[config.mk]
export PLATFORM = sky130hd
export DESIGN_NAME = vga_timing
export DESIGN_NICKNAME = d
export VERILOG_FILES = /design/src/rtl/vga_timing.sv
export SDC_FILE = /design/constraint.sdc
export NUM_CORES = 1
export LEC_CHECK = 0
export BUFFER_PORTS_ARGS = -buffer_cell sky130_fd_sc_hd__buf_4
export CORE_ASPECT_RATIO = 0.5
export CORE_MARGIN = 2
export CORE_UTILIZATION = 60
export DETAILED_ROUTE_END_ITERATION = 8
export GPL_ROUTABILITY_DRIVEN = 0
export PLACE_DENSITY_LB_ADDON = 0.08
export REMOVE_ABC_BUFFERS = 1
export SLEW_MARGIN = 0
export SYNTH_ARGS = -nofsm -noshare
export SYNTH_HDL_FRONTEND = slang
export SYNTH_SLANG_ARGS = --single-unit
[constraint.sdc]
create_clock -name pclk -period 5.1 [get_ports pclk]
set_input_delay 1.02 -clock pclk [delete_from_list [all_inputs] [get_ports pclk]]
set_output_delay 1.02 -clock pclk [all_outputs]
set_load 0.02 [all_outputs]
[src/rtl/vga_timing.sv]
//------------------------------------------------------------------------------
// Module   : vga_timing
// Purpose  : VGA raster timing generator. Produces pixel/line counters with
//            sync and blanking flags, all registered and mutually aligned.
// Revision : 1.0  initial release
//------------------------------------------------------------------------------
`default_nettype none

module vga_timing #(
  parameter int H_ACTIVE = 800,
  parameter int H_FP     = 40,
  parameter int H_SYNC   = 128,
  parameter int H_BP     = 88,
  parameter int V_ACTIVE = 600,
  parameter int V_FP     = 1,
  parameter int V_SYNC   = 4,
  parameter int V_BP     = 23
) (
  input  logic        pclk,
  input  logic        rst_n,
  input  logic        en,
  output logic [10:0] hcount_out,
  output logic [10:0] vcount_out,
  output logic        hsync_out,
  output logic        hblnk_out,
  output logic        vsync_out,
  output logic        vblnk_out,
  output logic        frame_start
);

  // Totals must fit the 11-bit counters (<= 2048 positions per axis).
  localparam int H_TOTAL = H_ACTIVE + H_FP + H_SYNC + H_BP;
  localparam int V_TOTAL = V_ACTIVE + V_FP + V_SYNC + V_BP;

  localparam logic [10:0] C_H_LAST  = 11'(H_TOTAL - 1);
  localparam logic [10:0] C_H_ACT   = 11'(H_ACTIVE);
  localparam logic [10:0] C_HS_BEG  = 11'(H_ACTIVE + H_FP);
  localparam logic [10:0] C_HS_END  = 11'(H_ACTIVE + H_FP + H_SYNC);
  localparam logic [10:0] C_V_LAST  = 11'(V_TOTAL - 1);
  localparam logic [10:0] C_V_ACT   = 11'(V_ACTIVE);
  localparam logic [10:0] C_VS_BEG  = 11'(V_ACTIVE + V_FP);
  localparam logic [10:0] C_VS_END  = 11'(V_ACTIVE + V_FP + V_SYNC);

  logic [10:0] hcount_q, hcount_d;
  logic [10:0] vcount_q, vcount_d;
  logic        hsync_q, hsync_d;
  logic        hblnk_q, hblnk_d;
  logic        vsync_q, vsync_d;
  logic        vblnk_q, vblnk_d;
  logic        fstart_q, fstart_d;
  logic        h_wrap;

  // Next counter values, and flags decoded from those next values so that
  // every registered flag describes the counter value registered alongside it.
  always_comb begin
    hcount_d = hcount_q;
    vcount_d = vcount_q;
    hsync_d  = hsync_q;
    hblnk_d  = hblnk_q;
    vsync_d  = vsync_q;
    vblnk_d  = vblnk_q;
    fstart_d = 1'b0;
    h_wrap   = (hcount_q == C_H_LAST);
    if (en) begin
      hcount_d = h_wrap ? 11'd0 : hcount_q + 11'd1;
      if (h_wrap) begin
        vcount_d = (vcount_q == C_V_LAST) ? 11'd0 : vcount_q + 11'd1;
      end
      hblnk_d  = (hcount_d >= C_H_ACT);
      hsync_d  = (hcount_d >= C_HS_BEG) && (hcount_d < C_HS_END);
      vblnk_d  = (vcount_d >= C_V_ACT);
      vsync_d  = (vcount_d >= C_VS_BEG) && (vcount_d < C_VS_END);
      // Only a genuine wrap into (0,0) marks a new frame; reset does not.
      fstart_d = h_wrap && (vcount_q == C_V_LAST);
    end
  end

  // Timing state register; reset clears everything regardless of en.
  always_ff @(posedge pclk) begin
    if (!rst_n) begin
      hcount_q <= 11'd0;
      vcount_q <= 11'd0;
      hsync_q  <= 1'b0;
      hblnk_q  <= 1'b0;
      vsync_q  <= 1'b0;
      vblnk_q  <= 1'b0;
      fstart_q <= 1'b0;
    end else begin
      hcount_q <= hcount_d;
      vcount_q <= vcount_d;
      hsync_q  <= hsync_d;
      hblnk_q  <= hblnk_d;
      vsync_q  <= vsync_d;
      vblnk_q  <= vblnk_d;
      fstart_q <= fstart_d;
    end
  end

  assign hcount_out  = hcount_q;
  assign vcount_out  = vcount_q;
  assign hsync_out   = hsync_q;
  assign hblnk_out   = hblnk_q;
  assign vsync_out   = vsync_q;
  assign vblnk_out   = vblnk_q;
  assign frame_start = fstart_q;

endmodule

`default_nettype wire

==> metrics.yaml, run 1 <==
status: "finished clean"
synth_top_area_share_pct: 31.2
synthAdderAreaFrac_pct: 1.45
first_iter_violations: 184
coreArea_um2: 2670
syn_avg_cell_area_um2: 7.70
min_period_over_period_pct: 52.2
wl_per_cell_um: 15.7
maxSlewViolCount: 0
dp.cells: 276
netlist_area_um2: 1730
rsz0062_at_grt: "false"
layout_commonest_cell: "buf_4"
worst_pin_slew_ns: 0.708
grt_pass1_vias: 1450
hp-class: "reg2reg"
cellLeakagePower_nw: 0.772
fmax_mhz: 376
dp_hpwl_mm: 2.98
cts_made_buffers: 3
totalNegativeSetupSlack_ns: 0
diodes: 0
synthXorXnorAreaFrac_pct: 4.05
synthSimpleGateAreaFrac_pct: 34.0
nets: 249
p_per_area_nw_per_um2: 196
slew_headroom_pct: 52.7
start_kind: "register"
drive_above_1_share_pct: 16.0
dieHeight_um: 42.0
via_count: 1811
setup.worst_path.end_class: "register"
port_buffers: 29
seq_area_frac_synth_pct: 31.2
cts-root-buf: "clkbuf_8"
globalRouteOverflowTotal: 0
drv_cap: 0
start_util_pct: 64.9
crit_type: "reg2reg"
drt_pass1_iterations: 5
htree_levels: 1
final_area_um2: 1960
skew_ns: 0.00675
yosys_warnings: 0
crit_path_max_fanout: 13
ir_drop_v: 0.000114
grt_pass1_wl_mm: 6.94
cts.path.max_buffers: 2
ys_types: 54
clkSlewWorstSetupHoldPaths_ns: 0.10
synth-compound-area-share_pct: 23.0
grt_max_degree: 25
synthFlopType: "dfxtp_1"
area_growth_pct: 13.2
drtAntennaViolNets: 0
cp.required_ns: 5.27
die-area_um2: 3360
post-route-util_pct: 73.5
synthMuxAreaShare_pct: 0.578
synth_edf_count: 0
antenna_found_initial: 0
final_cell_mix: "buf_4, dfxtp_1, nor2_1"
fp-row-count: 13
synthTopCellsByArea: "dfxtp_1, nor2_1, a21oi_1, nand3_1, and3_1"
yosys.area.top_type: "dfxtp_1"
period_needed_ns: 2.66
viasPerCell: 6.47
cts_tree: "built"
final_hold_viol_count: 0
fin_cells: 280
synth_cells: 225
setup_violations: 0
cts-resized-gates: 0
track_usage_pct: 26.4
cp.arrival_ns: 2.83
synth-seq-cells: 27
worstSkewPairLatency_ns: 0.28
clock-sinks: 27
io_pins: 30
cts_hold_buf: 0
drc: 0
drt-total-wl_mm: 4.39
dpl_cell_area_um2: 1920
die_w_um: 80.0
async_flop_share_pct: 0
postCtsSetupRepairBufs: 0
synth_top_family_by_area: "simple AND/OR/NAND/NOR gates"
==> report_power, final <==
group | switching (mW) | total (mW) | internal (mW)
clock | 0.0695 | 0.126 | 0.0562
sequential | 0.00642 | 0.222 | 0.215
combinational | 0.0224 | 0.0364 | 0.0141
total | 0.0983 | 0.384 | 0.285
==> worst max-delay path, cell delays in order (launching register included) <==
cell,delay (ns)
dfxtp_1,0.46
ha_1,0.25
and4_1,0.37
nand3_1,0.39
or4_1,0.66
and4_1,0.23
o2111ai_1,0.12
o31ai_2,0.07
==> state kept, by name, indices dropped and copies added, names as in the netlist <==
register     flops
frame_start      1
hblnk_out        1
hcount_out      11
hsync_out        1
vblnk_out        1
vcount_out      11
vsync_out        1
==> synthesized netlist by cell type, types with 2 or more instances <==
| master | instances |
|---|---|
| and4b_1 | 2 |
| a211oi_1 | 6 |
| or3_1 | 3 |
| dfxtp_1 | 27 |
| nand2_1 | 16 |
| o211ai_1 | 2 |
| and4_1 | 2 |
| inv_1 | 5 |
| and3_1 | 11 |
| clkbuf_1 | 6 |
| a31oi_1 | 4 |
| o21ai_1 | 2 |
| o21ai_0 | 12 |
| o2111ai_1 | 2 |
| ha_1 | 2 |
| xor2_1 | 5 |
| nor2_1 | 25 |
| and2_1 | 4 |
| buf_6 | 2 |
| nand4_1 | 4 |
| buf_2 | 6 |
| a22oi_1 | 2 |
| nor3_1 | 10 |
| a311o_1 | 2 |
| xnor2_1 | 3 |
| nand3_1 | 16 |
| a21oi_1 | 17 |
==> final timing paths <==
check | startpoint | end | slack, ns | depth (start not counted)
hold / removal | vsync_out$_SDFFE_PN0P_ | vsync_out$_SDFFE_PN0P_ | 0.52 | 2
setup / recovery | hcount_out[0]$_SDFFE_PN0P_ | vsync_out$_SDFFE_PN0P_ | 2.44 | 7
hold reg to reg | vsync_out$_SDFFE_PN0P_ | vsync_out$_SDFFE_PN0P_ | 0.52 | 2
setup reg to reg | hcount_out[0]$_SDFFE_PN0P_ | vsync_out$_SDFFE_PN0P_ | 2.44 | 7
==> metrics by stage <==
| step | setup slack (ns) | hold slack [ns] | total power, mW |
|---|---|---|---|
| 2_1_floorplan | 2.71 | 0.574 | 0.246 |
| 3_3_place_gp | 2.66 | 0.492 | 0.262 |
| 3_5_place_dp | 2.51 | 0.507 | 0.262 |
| 4_1_cts | 2.49 | 0.525 | 0.387 |
| 5_1_grt | 2.24 | 0.548 | 0.400 |
| 6_report | 2.44 | 0.523 | 0.384 |
==> area by class of cell <==
type / count / area [um2]
timing repair buffer: 29 / 218
tap: 37 / 46.3
sequential: 27 / 541
clock buffer: 4 / 45.0
inverter: 5 / 18.8
multi-input combinational: 178 / 1090
fill: 214 / 707
==> cells by family after synthesis <==
group | count (synthesis)
simple gates | 107
compound gates | 60
flops | 27
buf+inv | 20
xor+xnor | 8
fa+ha+maj | 2
mux | 1
==> per-layer routing <==
metal | up-vias | GRT usage [%] | part of all wire (%)
met4 | 0 | 8.81 | 1.3
li1 | 872 | - | -
met3 | 7 | 6.47 | 8.3
met1 | 839 | 36.3 | 46
met5 | - | 0 | 0
met2 | 93 | 40.7 | 45
No activity file was read; power rests on OpenSTA's default activity.
==> inputs of run 2 (changes only) <==
ABC_AREA = 1   (was default)
CORE_UTILIZATION = 51   (was 60)
clock period = 2.3 ns   (was 5.1 ns; I/O delays follow)
==> metrics.yaml, run 2 <==
worst_pin_slew_ns: 0.503  # was 0.708 ns
fin_cells: 384  # was 280
skew_ns: 0.00365  # was 0.00675 ns
worstSkewPairLatency_ns: 0.28  # about the same
die_w_um: 89.8  # was 80.0 um
dpl_cell_area_um2: 2120  # was 1920 um2
area_growth_pct: 17.9  # was 13.2%
start_kind: "register"  # unchanged
power.total_mw: 1.01  # was 0.384 mW
drv_cap: 0  # unchanged
ys_types: 28  # was 54
dp_hpwl_mm: 3.55  # was 2.98 mm
maxSlewViolCount: 0  # unchanged
fp-row-count: 15  # was 13
drt-total-wl_mm: 4.68  # was 4.39 mm
track_usage_pct: 23.0  # was 26.4%
ir_drop_v: 0.000253  # was 0.000114 V
cellLeakagePower_nw: 1.04  # was 0.772 nW
via_count: 1998  # was 1811
diodes: 0  # unchanged
globalRouteOverflowTotal: 0  # unchanged
p_per_area_nw_per_um2: 455  # was 196 nW/um2
netlist_area_um2: 1880  # was 1730 um2
wl_per_cell_um: 12.2  # was 15.7 um
dp.cells: 379  # was 276
crit_type: "reg2reg"  # unchanged
io_pins: 30  # unchanged
drive_above_1_share_pct: 18.6  # was 16.0%
port_buffers: 29  # unchanged
synth_cells: 306  # was 225
crit_path_max_fanout: 6  # was 13
viasPerCell: 5.20  # was 6.47
final_hold_viol_count: 0  # unchanged
cp.arrival_ns: 2.28  # was 2.83 ns
worstSetupEndpoint: "vsync_out$_SDFFE_PN0P_"  # unchanged
final_area_um2: 2210  # was 1960 um2
r2r_start: "vcount_out[0]$_SDFFE_PN0P_"  # was hcount_out[0]$_SDFFE_PN0P_
drc: 0  # unchanged
die-area_um2: 4210  # was 3360 um2
yosys-top-cells-count: "nand2_1, inv_1, nand3_1"  # was dfxtp_1, nor2_1, a21oi_1
synth_edf_count: 0  # unchanged
grt_pass1_vias: 1599  # was 1450
totalNegativeSetupSlack_ns: 0  # unchanged
setup.worst_path.end_class: "register"  # unchanged
hp-class: "in2reg"  # was reg2reg
synth-seq-cells: 27  # unchanged
fmax_mhz: 485  # was 376 MHz
syn_avg_cell_area_um2: 6.13  # was 7.70 um2
setup_ws_ns: 0.239  # was 2.44 ns
worstReg2RegEnd: "vsync_out$_SDFFE_PN0P_"  # unchanged
cts_hold_buf: 0  # unchanged
start_util_pct: 54.1  # was 64.9%
grt_max_degree: 21  # was 25
status: "finished clean"  # unchanged
slew_headroom_pct: 66.2  # was 52.7%
layout_commonest_cell: "nand2_1"  # was buf_4
first_iter_violations: 110  # was 184
drt_pass1_iterations: 4  # was 5
async_flop_share_pct: 0  # unchanged
rr_worst_depth: 11  # was 7
period_needed_ns: 2.06  # was 2.66 ns
coreArea_um2: 3470  # was 2670 um2
cts.path.max_buffers: 2  # unchanged
drtAntennaViolNets: 0  # unchanged
synthFlopType: "dfxtp_1"  # unchanged
cts_tree: "built"  # unchanged
cts-root-buf: "clkbuf_8"  # unchanged
seq_area_frac_synth_pct: 28.8  # was 31.2%
synthTopCellsByArea: "dfxtp_1, nand2_1, nand3_1, inv_1, o21ai_0"  # was dfxtp_1, nor2_1, a21oi_1, nand3_1, and3_1
yosys.area.top_type: "dfxtp_1"  # unchanged
yosys_warnings: 0  # unchanged
crit_path_start: "vcount_out[0]$_SDFFE_PN0P_"  # was hcount_out[0]$_SDFFE_PN0P_
synth_top_area_share_pct: 28.8  # was 31.2%
yosysMostFrequentCell: "nand2_1"  # was dfxtp_1
dieHeight_um: 46.9  # was 42.0 um
nets: 339  # was 249
clkSlewWorstSetupHoldPaths_ns: 0.10  # about the same
cp.required_ns: 2.52  # was 5.27 ns
r2r_slack_ns: 0.24  # was 2.44 ns
cts_made_buffers: 3  # unchanged
rsz0062_at_grt: "false"  # unchanged
min_period_over_period_pct: 89.6  # was 52.2%
setup_violations: 0  # unchanged
htree_levels: 1  # unchanged
clock-sinks: 27  # unchanged
final_cell_mix: "nand2_1, inv_1, nand3_1"  # was buf_4, dfxtp_1, nor2_1
pre_cts_ws_ns: 0.146  # was 2.51 ns
grt_pass1_wl_mm: 7.71  # was 6.94 mm
antenna_found_initial: 0  # unchanged
## run 2: cell count changes after synthesis, moves of 5 or more
cell / previous run / this run
and3_1: 11 / 0
buf_2: 6 / 0
inv_1: 5 / 39
inv_2: 0 / 5
nand2_1: 16 / 66
nand3_1: 16 / 36
nor2_2: 1 / 7
o21ai_0: 12 / 27
## run 2: worst max-delay path, stage by stage, from the launching register on
cell	delay (ns)
dfxtp_1	0.45
ha_2	0.29
nand3_2	0.19
nor3_2	0.20
nand3_1	0.11
xor2_1	0.18
nand2_1	0.14
nor2_4	0.13
nand2_1	0.06
nor2_1	0.09
nand2_1	0.06
a21oi_2	0.10
## run 2: final cells by class
cell class | instances | area [um2]
inverters | 45 | 169
flip-flops and latches | 27 | 541
fillers | 350 | 1260
clock buffers | 3 | 41.3
repair buffers | 32 | 253
well taps | 51 | 63.8
clock inverters | 1 | 7.51
multi-input cells | 225 | 1140
## run 2: cell families after synthesis
family / after synthesis / synth area share (%)
flops: 27 / 28.8
xor+xnor: 4 / 1.87
buf+inv: 54 / 11.6
fa+ha+maj: 2 / 1.33
simple gates: 163 / 40.4
compound gates: 56 / 16.0
## run 2: worst min-delay path by stage
stage | startpoint | end | slack, ns | depth (start not counted)
6_report | en | hcount_out[4]$_SDFFE_PN0P_ | 0.46 | 2
5_1_grt | en | hcount_out[9]$_SDFFE_PN0P_ | 0.47 | 2
4_1_cts | en | hcount_out[4]$_SDFFE_PN0P_ | 0.45 | 2
3_5_place_dp | hsync_out$_SDFFE_PN0P_ | hsync_out$_SDFFE_PN0P_ | 0.46 | 2
3_3_place_gp | hsync_out$_SDFFE_PN0P_ | hsync_out$_SDFFE_PN0P_ | 0.46 | 2
2_1_floorplan | hsync_out$_SDFFE_PN0P_ | hsync_out$_SDFFE_PN0P_ | 0.55 | 2
## run 2: per-stage QoR
stage | hold slack [ns] | utilization, %
2_1_floorplan | 0.545 | -
3_3_place_gp | 0.459 | 61.2
3_5_place_dp | 0.462 | 61.2
4_1_cts | 0.447 | 62.6
5_1_grt | 0.470 | 63.7
6_report | 0.458 | 63.7
## run 2: routing by layer
metal / global-route usage [%] / routed length [um] / vias up
met3: 4.65 / 352 / 2
met1: 32.4 / 2340 / 884
li1: - / - / 1053
met2: 38.3 / 1960 / 59
met4: 4.31 / 25 / 0
met5: 0 / 0 / -
## run 2: where the power goes
part	leakage, nW	internal, mW	switching (mW)
logic	0.792	0.0712	0.121
registers	0.222	0.491	0.0355
clock network	0.0217	0.123	0.166
## run 2: timing repair
action / CTS / global route
setup endpoints to repair: 0 / 2
buffers inserted: 0 / 1
hold endpoints to repair: 0 / 0
resized for setup: 0 / 5
